File: src/rtl/instr_pkg.sv
// Shared types, constants and the move-encoding table for the 9-bit ISA emitter.
package instr_pkg;

    typedef enum logic [1:0] {
        KIND_REG  = 2'd0,
        KIND_IMM  = 2'd1,
        KIND_MOVE = 2'd2,
        KIND_END  = 2'd3
    } kind_t;

    typedef enum logic [1:0] {
        ST_IDLE = 2'd0,
        ST_LOAD = 2'd1,
        ST_DONE = 2'd2
    } state_t;

    localparam logic [1:0] ERR_NONE      = 2'd0;
    localparam logic [1:0] ERR_IMM_RANGE = 2'd1;
    localparam logic [1:0] ERR_BAD_MOVE  = 2'd2;
    localparam logic [1:0] ERR_REG_ALIAS = 2'd3;

    localparam logic [1:0] IMM_PREFIX = 2'b10;
    localparam logic [1:0] REG_PREFIX = 2'b00;

    localparam logic [8:0] MOVE_INVALID = 9'h1FF;

    // Indexed by {dst, src}; the diagonal (dst == src) has no encoding.
    localparam logic [8:0] MOVE_LUT [16] = '{
        9'h1FF, 9'h004, 9'h008, 9'h00C,
        9'h009, 9'h1FF, 9'h00D, 9'h00E,
        9'h014, 9'h018, 9'h1FF, 9'h01C,
        9'h019, 9'h01D, 9'h01E, 9'h1FF
    };

    function automatic logic [8:0] encode_move(input logic [1:0] dst, input logic [1:0] src);
        return MOVE_LUT[{dst, src}];
    endfunction

    function automatic logic is_move_word(input logic [8:0] word);
        logic hit;
        hit = 1'b0;
        for (int i = 0; i < 16; i++) begin
            if (MOVE_LUT[i] != MOVE_INVALID && MOVE_LUT[i] == word) begin
                hit = 1'b1;
            end
        end
        return hit;
    endfunction

endpackage

File: src/rtl/instr_pack.sv
// Combinational packer: one decoded record in, one encoded word plus write enable
// and rejection code out. END records yield neither a write nor an error.
module instr_pack
    import instr_pkg::*;
(
    input  kind_t      kind_i,
    input  logic [2:0] opcode_i,
    input  logic [1:0] ra_i,
    input  logic [1:0] rb_i,
    input  logic [7:0] imm_i,
    output logic [8:0] word_o,
    output logic       write_en_o,
    output logic [1:0] err_code_o
);

    logic [8:0] reg_word;
    logic [8:0] move_word;

    assign reg_word  = {REG_PREFIX, opcode_i, ra_i, rb_i};
    assign move_word = encode_move(ra_i, rb_i);

    always_comb begin
        word_o     = 9'h000;
        write_en_o = 1'b0;
        err_code_o = ERR_NONE;
        case (kind_i)
            KIND_REG: begin
                // A register op that collides with a move encoding would decode as a move.
                if (is_move_word(reg_word)) begin
                    err_code_o = ERR_REG_ALIAS;
                end else begin
                    word_o     = reg_word;
                    write_en_o = 1'b1;
                end
            end
            KIND_IMM: begin
                if (imm_i[7] != imm_i[6]) begin
                    err_code_o = ERR_IMM_RANGE;
                end else begin
                    word_o     = {IMM_PREFIX, imm_i[6:0]};
                    write_en_o = 1'b1;
                end
            end
            KIND_MOVE: begin
                if (move_word == MOVE_INVALID) begin
                    err_code_o = ERR_BAD_MOVE;
                end else begin
                    word_o     = move_word;
                    write_en_o = 1'b1;
                end
            end
            default: begin
                word_o     = 9'h000;
                write_en_o = 1'b0;
                err_code_o = ERR_NONE;
            end
        endcase
    end

endmodule

File: src/rtl/instr_emitter.sv
// Instruction loader: accepts decoded records, packs them and writes the words
// sequentially into instruction memory, with a sticky first-error report.
module instr_emitter
    import instr_pkg::*;
#(
    parameter int DEPTH  = 256,
    parameter int ADDR_W = $clog2(DEPTH)
) (
    input  logic              clk,
    input  logic              rst_n,
    input  logic              start,
    input  logic              in_valid,
    output logic              in_ready,
    input  logic [1:0]        in_kind,
    input  logic [2:0]        in_opcode,
    input  logic [1:0]        in_ra,
    input  logic [1:0]        in_rb,
    input  logic [7:0]        in_imm,
    output logic              imem_we,
    output logic [ADDR_W-1:0] imem_addr,
    output logic [8:0]        imem_wdata,
    output logic [ADDR_W:0]   word_count,
    output logic              done,
    output logic              err,
    output logic [1:0]        err_code,
    output state_t            dbg_state
);

    localparam logic [ADDR_W:0] DEPTH_W = (ADDR_W + 1)'(DEPTH);

    state_t            state_q;
    logic [ADDR_W:0]   ptr_q;
    logic [ADDR_W:0]   ptr_d;
    logic              we_q;
    logic [ADDR_W-1:0] addr_q;
    logic [8:0]        wdata_q;
    logic              done_q;
    logic              err_q;
    logic [1:0]        code_q;

    logic              accept;
    logic [8:0]        pk_word;
    logic              pk_we;
    logic [1:0]        pk_err;
    kind_t             kind;

    assign kind = kind_t'(in_kind);

    instr_pack u_pack (
        .kind_i     (kind),
        .opcode_i   (in_opcode),
        .ra_i       (in_ra),
        .rb_i       (in_rb),
        .imm_i      (in_imm),
        .word_o     (pk_word),
        .write_en_o (pk_we),
        .err_code_o (pk_err)
    );

    // Handshake: a record transfers on a rising edge where in_valid && in_ready; the
    // producer holds the record stable until then. in_ready depends only on registers.
    assign in_ready = (state_q == ST_LOAD) && (ptr_q < DEPTH_W);
    assign accept   = in_valid && in_ready;
    assign ptr_d    = ptr_q + 1'b1;

    always_ff @(posedge clk or negedge rst_n) begin
        if (!rst_n) begin
            state_q <= ST_IDLE;
            ptr_q   <= '0;
            we_q    <= 1'b0;
            addr_q  <= '0;
            wdata_q <= 9'h000;
            done_q  <= 1'b0;
            err_q   <= 1'b0;
            code_q  <= ERR_NONE;
        end else begin
            we_q <= 1'b0;
            case (state_q)
                ST_IDLE, ST_DONE: begin
                    if (start) begin
                        state_q <= ST_LOAD;
                        ptr_q   <= '0;
                        done_q  <= 1'b0;
                        err_q   <= 1'b0;
                        code_q  <= ERR_NONE;
                    end
                end
                ST_LOAD: begin
                    if (accept) begin
                        if (pk_we) begin
                            we_q    <= 1'b1;
                            addr_q  <= ptr_q[ADDR_W-1:0];
                            wdata_q <= pk_word;
                            ptr_q   <= ptr_d;
                            // Filling the last slot ends the load; the write itself still issues.
                            if (ptr_d == DEPTH_W) begin
                                state_q <= ST_DONE;
                                done_q  <= 1'b1;
                            end
                        end
                        if (pk_err != ERR_NONE && !err_q) begin
                            err_q  <= 1'b1;
                            code_q <= pk_err;
                        end
                        if (kind == KIND_END) begin
                            state_q <= ST_DONE;
                            done_q  <= 1'b1;
                        end
                    end
                end
                default: begin
                    state_q <= ST_IDLE;
                end
            endcase
        end
    end

    assign imem_we    = we_q;
    assign imem_addr  = addr_q;
    assign imem_wdata = wdata_q;
    assign word_count = ptr_q;
    assign done       = done_q;
    assign err        = err_q;
    assign err_code   = code_q;
    assign dbg_state  = state_q;

endmodule

File: config.mk
export PLATFORM = sky130hd
export DESIGN_NAME = instr_emitter
export DESIGN_NICKNAME = d
export VERILOG_FILES = /design/src/rtl/instr_pkg.sv /design/src/rtl/instr_pack.sv /design/src/rtl/instr_emitter.sv
export SDC_FILE = /design/constraint.sdc
export NUM_CORES = 1
export LEC_CHECK = 0
export ABC_CLOCK_PERIOD_IN_PS = 2250
export CELL_PAD_IN_SITES_DETAIL_PLACEMENT = 0
export CELL_PAD_IN_SITES_GLOBAL_PLACEMENT = 1
export CORE_ASPECT_RATIO = 0.6
export CORE_UTILIZATION = 35
export DETAILED_ROUTE_END_ITERATION = 8
export HOLD_SLACK_MARGIN = 0.12
export MAX_ROUTING_LAYER = met4
export PLACE_DENSITY_LB_ADDON = 0.1
export SYNTH_ARGS = -nofsm -noshare
export SYNTH_HDL_FRONTEND = slang
export SYNTH_SLANG_ARGS = --single-unit
File: constraint.sdc
create_clock -name clk -period 2.25 [get_ports clk]
set_input_delay 0.45 -clock clk [delete_from_list [all_inputs] [get_ports clk]]
set_output_delay 0.45 -clock clk [all_outputs]
set_load 0.05 [all_outputs]
==> out/results.tsv, run 1 <==
stage	metric	value	unit
clock_tree	tritoncts	done	
synth	synth.lib_cells_used.distinct	56	
floorplan	std_cell_rows	20	
drt	route.detailed.wl_per_inst	15.3	microns
synth	synthArstFlopShare	100	%
clock_tree	cts-root-to-sink-buffers	2	
worst_setup_path	worstPathCellList	clkdlybuf4s50_1, ha_1, buf_6, nor3_4, a211oi_2, or2_4, buf_12, clkinv_8, mux2_1	
place	post_detailed_placement_cell_area	0.00281	sq mm
worst_hold_path	min_to	imem_wdata[2]	
run	max-cap-violations	0	
synth	synth_enable_flop_cells	0	
place	port-buffer-count	54	
floorplan	dieWidth	99.0	microns
worst_setup_path	crit_path_max_incr_delay	0.40	ns
timing	post-route-min-period	2.21	ns
synth	synth_top_cells_by_area	dfrtp_1, nand2_1, mux2_4	
timing	final.setup.tns	0	ns
place	post-dp-hpwl	4070	microns
global_routing	grt_antenna_before_repair	0	
synth	synthDominantAreaCellType	dfrtp_1	
power	netSwitchingPower	0.00141	W
synth	yosys.area_share.xor_xnor	2.15	%
worst_setup_path	cp-end-kind	flop	
global_routing	grt-ovfl-total	0	
floorplan	effective_utilization_at_floorplan	37.6	%
timing	final-setup-viol-count	0	
place	gp_routability_congestion	0.776	
power	vdd_ir_drop_max	955	uV
floorplan	die_area	0.00596	sq mm
synth	netlist_instances	197	
floorplan	placeableCoreArea	0.00526	sq mm
global_routing	busiest_layer	met1	
drt	drt_iter0_drc	88	
worst_setup_path	critical_path_maximum_fanout	10	
global_routing	globalRouteMet3Util	6.32	%
drt	detailedRoute.firstPassIterationCount	4	
global_routing	grt_util_met1	32.8	%
clock_tree	tritoncts_num_sinks	33	
final_layout	mostFrequentLayoutCell	clkdlybuf4s50_1	
power	power.clock.fraction	18.3	%
synth	yosys_warnings	0	
worst_setup_path	r2r-end	dbg_state[0]	
power	power.switching_fraction	44.3	%
final_layout	drive_above_1_share	25.8	%
worst_setup_path	crit_required	2.42	ns
drt	routed_via_density	5.29	
floorplan	io_pins	55	
worst_setup_path	startpoint_type	input pin	
synth	compound_gate_fraction_of_synth_area	20.3	%
timing	finalCritPeriodShare	98.4	%
timing	tightest_slew	0.525	ns
timing	final-max-slew-violation-count	0	
final_layout	insertedDiodeCount	0	
synth	number_of_nets_in_the_synthesized_netlist	220	
synth	synth_top_family_by_area	compound AO/OA/AOI/OAI gates	
synth	post_synth_and_or_nand_nor_area_fraction	19.5	%
timing	rsz0062_at_grt	yes	
synth	syn-mean-instance-area	10.0	sq um
worst_setup_path	timing.rr.start	word_count[0]	
power	pwr-share-seq	28.5	%
synth	post_synth_fa_ha_maj_area_fraction	1.27	%
worst_hold_path	min_delay_path_depth	1	
worst_hold_path	holdCritPathClass	reg -> reg	
worst_hold_path	hold_path_startpoint	imem_wdata[2]	
power	cellLeakagePower	1.36	nW
drt	route.detailed.drc	0	
worst_setup_path	path_class	in -> reg	
clock_tree	cts.reportedPaths.clkPinSlew	0.06	ns
synth	mappedNetlistArea	0.00198	sq mm
power	combPwrFrac	53.3	%
power	power.density	1050	mW/mm^2
drt	drt-total-wl	5410	microns
synth	synth_mux_area_share	9.62	%
synth	synth_top_flop_cell	dfrtp_1	
worst_setup_path	r2r_cells	5	
global_routing	vias_in_the_first_global_route	1625	
synth	seq_area_frac_synth	41.8	%
clock_tree	htreeDepth	2	
place	numPlacedInstances	343	
timing	max_slew_margin	64.9	%
final_layout	design.final.nets	309	
global_routing	global_route.usage.total	20.6	%
drt	ant_nets	0	
final_layout	final_cell_mix	clkdlybuf4s50_1, buf_4, dfrtp_1, nand2_1, o21ai_0	
timing	fin_skew	0.0116	ns
global_routing	grt_pass1_wl	8800	microns
clock_tree	clk_latency	0.29	ns
timing	clock.fmax	0.452	GHz
floorplan	chipHeight	60.2	microns
global_routing	grt_start_max_net_pins	34	
synth	postSynthRegisterBits	33	
synth	synth_largest_type_area_fraction	41.8	%
worst_setup_path	critical_path_slowest_stage_cell	clkdlybuf4s50_1	
clock_tree	number_of_clock_buffers_inserted_by_tritoncts	5	
worst_setup_path	crit_path_start	in_imm[7]	
final_layout	fin_area	0.00304	sq mm
power	internal_power	0.00177	W
global_routing	gr_layer_usage_met2	22.8	%
timing	timing_hold_violations_final	0	
outcome	outcome	complete, no violations	
drt	vias	1868	
final_layout	final_cells	353	
clock_tree	cts.root.buffer_cell	clkbuf_8	
worst_setup_path	cp.arrival	2.38	ns
worst_setup_path	worst-r2r-setup-slack	0.30	ns
final_layout	layout_area_growth_over_synthesis	53.5	%
[synth_stat cells, drive strengths merged, types with 2 or more instances]
| master | instances |
|---|---|
| a211oi | 3 |
| a21boi | 3 |
| a21o | 3 |
| a21oi | 5 |
| a221o | 4 |
| a22o | 2 |
| a22oi | 2 |
| a311oi | 2 |
| a32o | 3 |
| a32oi | 2 |
| and2 | 6 |
| and4 | 2 |
| buf | 8 |
| clkbuf | 4 |
| dfrtp | 33 |
| ha | 2 |
| inv | 6 |
| mux2 | 12 |
| mux2i | 4 |
| nand2 | 20 |
| nand2b | 5 |
| nand3 | 5 |
| nand4 | 4 |
| nor2 | 9 |
| nor2b | 4 |
| nor3 | 6 |
| nor4 | 4 |
| o211ai | 3 |
| o21ai | 11 |
| o2bb2ai | 2 |
| o31ai | 2 |
| or2 | 4 |
| xnor2 | 2 |
| xor2 | 2 |
[worst max path at each step]
stage	slack (ns)	cells after the start	endpoint
after floorplan	0.06	7	word_count[3]
after global placement	-0.41	7	word_count[6]
after detailed placement	-0.41	7	word_count[4]
after CTS	0.009	8	imem_wdata[1]
after global routing	-0.008	9	imem_wdata[2]
final	0.04	9	imem_wdata[2]
[area by class of cell]
type | count | area, sq um
sequential | 33 | 826
timing repair buffer | 94 | 875
multi-input combinational | 146 | 1100
fill | 473 | 2220
clock inverter | 1 | 30.0
clock buffer | 7 | 86.3
inverter | 6 | 35.0
tap | 66 | 82.6
[critical path, delay by kind of cell]
family	cells	cell delay (ns)
AO/OA/AOI/OAI	1	0.07
adder cells (fa/ha/maj)	1	0.32
buffers and inverters	4	0.76
multiplexers	1	0.31
AND/OR/NAND/NOR	2	0.46
[power groups by stage]
stage / clock network (W) / logic [W] / registers (W)
6_report: 0.000579 / 0.00169 / 0.000903
5_1_grt: 0.000621 / 0.00179 / 0.000932
4_1_cts: 0.000593 / 0.00166 / 0.000902
3_5_place_dp: 0 / 0.00163 / 0.000908
3_3_place_gp: 0 / 0.00163 / 0.000909
2_1_floorplan: 0 / 0.000491 / 0.00144
[flip-flops by register name, summed over array words and instances (netlist names)]
| register | cells |
|---|---|
| err_code | 2 |
| dbg_state | 2 |
| imem_we | 1 |
| err | 1 |
| word_count | 9 |
| done | 1 |
| imem_addr | 8 |
| imem_wdata | 9 |
[metrics by stage]
step / total power [W] / hold slack (ns) / worst slack (ns) / utilization [%]
2_1_floorplan: 0.00193 / 0.154 / 0.0574 / -
3_3_place_gp: 0.00254 / 0.470 / -0.412 / 53.5
3_5_place_dp: 0.00254 / 0.474 / -0.408 / 53.5
4_1_cts: 0.00315 / 0.496 / 0.00869 / 56.3
5_1_grt: 0.00334 / 0.515 / -0.00834 / 57.8
6_report: 0.00317 / 0.486 / 0.0356 / 57.8
[cell families after synthesis]
group / after synthesis
XOR/XNOR: 4
buffers and inverters: 18
adder cells (fa/ha/maj): 2
multiplexers: 16
AND/OR/NAND/NOR: 72
AO/OA/AOI/OAI: 52
flip-flops: 33
[what timing repair did]
action	in CTS	in global routing
hold buffers	0	0
setup endpoints to repair	11	19
pin swaps	2	5
resized for setup	9	12
setup buffers	0	1
cloned	0	1
[routing by layer]
| metal | part of all wire [%] | up-vias |
|---|---|---|
| met5 | 0 | - |
| met4 | 0.91 | 0 |
| met3 | 8.7 | 4 |
| met2 | 35 | 74 |
| met1 | 55 | 875 |
| li1 | - | 915 |
Power figures use the tool's default switching activity.
==> run 2, diff against run 1 <==
DONT_BUFFER_PORTS = 1   (was not set)
==> run 2 against run 1 <==
  * Fmax is 12% higher
  * Die area unchanged
  * Sequential share of layout area increased by 9.0 points
  * Highest routed layer unchanged
==> out/results.tsv, run 2 (synthesis gave the netlist of run 1 again) <==
stage	metric	value	unit	change
floorplan	std_cell_rows	20		unchanged
clock_tree	tritoncts_num_sinks	33		unchanged
timing	setup_ws	0.270	ns	+0.234 ns
clock_tree	clk_latency	0.28	ns	about the same
drt	drt_iter0_drc	65		-26%
floorplan	dieWidth	99.0	microns	unchanged
worst_setup_path	cp.arrival	2.14	ns	-0.24 ns
drt	route.detailed.wl_per_inst	17.9	microns	+17%
drt	detailedRoute.firstPassIterationCount	4		unchanged
global_routing	busiest_layer	met1		
run	max-cap-violations	0		unchanged
drt	drt-total-wl	5120	microns	-5.4%
timing	fin_skew	0.00920	ns	-0.00245 ns
clock_tree	post_cts.resized_instances	0		-9
worst_setup_path	worstPathBufferInverterCount	0		-4
clock_tree	tritoncts	done		
global_routing	vias_in_the_first_global_route	1563		-3.8%
worst_setup_path	crit_required	2.41	ns	about the same
final_layout	insertedDiodeCount	0		unchanged
final_layout	final_cell_mix	dfrtp_1, buf_4, nand2_1, o21ai_0, nor2_1		
outcome	outcome	complete, no violations		
worst_hold_path	holdCritPathClass	in -> reg		
worst_setup_path	startpoint_type	input pin		
floorplan	die_area	0.00596	sq mm	unchanged
drt	routed_via_density	5.65		+6.8%
timing	rsz0062_at_grt	no		
timing	final-max-slew-violation-count	0		unchanged
clock_tree	postCtsSetupBuffers	0		unchanged
drt	vias	1611		-14%
power	vdd_ir_drop_max	619	uV	-35%
worst_setup_path	path_class	in -> reg		
floorplan	chipHeight	60.2	microns	unchanged
global_routing	grt_start_max_net_pins	34		unchanged
floorplan	effective_utilization_at_floorplan	37.6	%	unchanged
global_routing	grt_pass1_wl	8270	microns	-6.1%
global_routing	grt_util_met1	28.2	%	-4.5 points
clock_tree	cts.reportedPaths.clkPinSlew	0.07	ns	about the same
timing	clock.fmax	0.505	GHz	+12%
timing	post-route-min-period	1.98	ns	-0.234 ns
drt	ant_nets	0		unchanged
final_layout	layout_area_growth_over_synthesis	15.4	%	
place	gp_routability_congestion	0.845		+8.9%
power	cellLeakagePower	1.03	nW	-25%
global_routing	global_route.usage.total	19.1	%	-1.5 points
timing	timing_hold_violations_final	0		unchanged
worst_setup_path	crit_path_max_incr_delay	0.47	ns	+0.07 ns
floorplan	placeableCoreArea	0.00526	sq mm	unchanged
clock_tree	htreeDepth	2		unchanged
worst_setup_path	critical-path-top-delay-family	simple AND/OR/NAND/NOR gates		
power	power.density	1150	mW/mm^2	+10%
floorplan	io_pins	55		unchanged
timing	max_slew_margin	63.4	%	-1.5 points
global_routing	gr_layer_usage_met2	24.2	%	+1.4 points
timing	final.setup.tns	0	ns	unchanged
global_routing	grt-ovfl-total	0		unchanged
global_routing	grt_antenna_before_repair	0		unchanged
place	post-dp-hpwl	3900	microns	-4.3%
timing	tightest_slew	0.549	ns	+0.0240 ns
worst_setup_path	critical_path_slowest_stage_cell	or3b_2		
final_layout	number_of_inserted_filler_cells_in_the_final_layout	525		+11%
final_layout	mostFrequentLayoutCell	dfrtp_1		
final_layout	design.final.nets	242		-22%
worst_setup_path	cp-end-kind	flop		
place	pre_cts_ws	-0.0210	ns	+0.387 ns
final_layout	drive_above_1_share	23.3	%	-2.5 points
clock_tree	number_of_clock_buffers_inserted_by_tritoncts	5		unchanged
worst_setup_path	critical_path_maximum_fanout	7		-3
global_routing	globalRouteMet3Util	6.78	%	+0.47 points
drt	route.detailed.drc	0		unchanged
clock_tree	cts-root-to-sink-buffers	2		unchanged
timing	finalCritPeriodShare	88.0	%	-10 points
timing	final-setup-viol-count	0		unchanged
worst_setup_path	worstPathCellList	ha_1, or3b_2, nand2_1, a211oi_1, or2_0, a221o_1		
clock_tree	cts.root.buffer_cell	clkbuf_8		
place	port-buffer-count	0		-100%
run 2: cell count changes in the layout (fill, tap and decap cells not counted), moves of 2 or more:
cell	delta
clkdlybuf4s50_1	-49
nand2b_4	-2
dlymetal6s2s_1	-2
buf_4	-13
dlygate4sd2_1	-2
or2_4	-2
run 2: area by class of cell:
type / count / area [sq um] / share of cell area [%]
inverters: 6 / 25.0 / 1.10
multi-input cells: 146 / 1040 / 45.8
well taps: 66 / 82.6 / 3.62
flip-flops and latches: 33 / 826 / 36.2
repair buffers: 27 / 218 / 9.54
clock buffers: 7 / 86.3 / 3.78
run 2: layer usage:
| layer | wire length [microns] | up-vias |
|---|---|---|
| met4 | 10 | 0 |
| li1 | - | 774 |
| met2 | 1910 | 55 |
| met1 | 2780 | 780 |
| met5 | 0 | - |
| met3 | 411 | 2 |
run 2: path summary, 6_finish.rpt:
kind	startpoint	endpoint	slack (ns)	depth (start not counted)
max in group asynchronous	rst_n	imem_wdata[0]	1.45	2
max	in_imm[6]	word_count[5]	0.27	6
min	in_kind[1]	imem_wdata[5]	0.26	1
min in group asynchronous	rst_n	imem_addr[6]	0.61	2
min reg2reg	word_count[4]	imem_addr[4]	0.60	1
max reg2reg	dbg_state[0]	word_count[5]	0.31	4
run 2: metrics by stage:
step	cells	total power, W	util (%)	hold WS (ns)	cell area [sq um]
4_1_cts	285	0.00265	43.4	0.250	2280
2_1_floorplan	197	0.00193	-	0.154	1980
6_report	285	0.00263	43.4	0.258	2280
3_5_place_dp	276	0.00218	41.2	0.155	2170
3_3_place_gp	276	0.00216	41.2	0.155	2170
5_1_grt	285	0.00278	43.4	0.237	2280
run 2: timing repair:
action | in CTS | in global routing
hold buffers | 2 | 0
endpoints found under the setup margin | 0 | 0
hold endpoints to repair | 33 | 0
run 2: power breakdown:
group	switching, W	leakage, nW	internal [W]
sequential	0.000565	0.437	0.000744
combinational	0.000549	0.547	0.000328
clock	0.000202	0.0443	0.000243
total	0.00132	1.03	0.00132
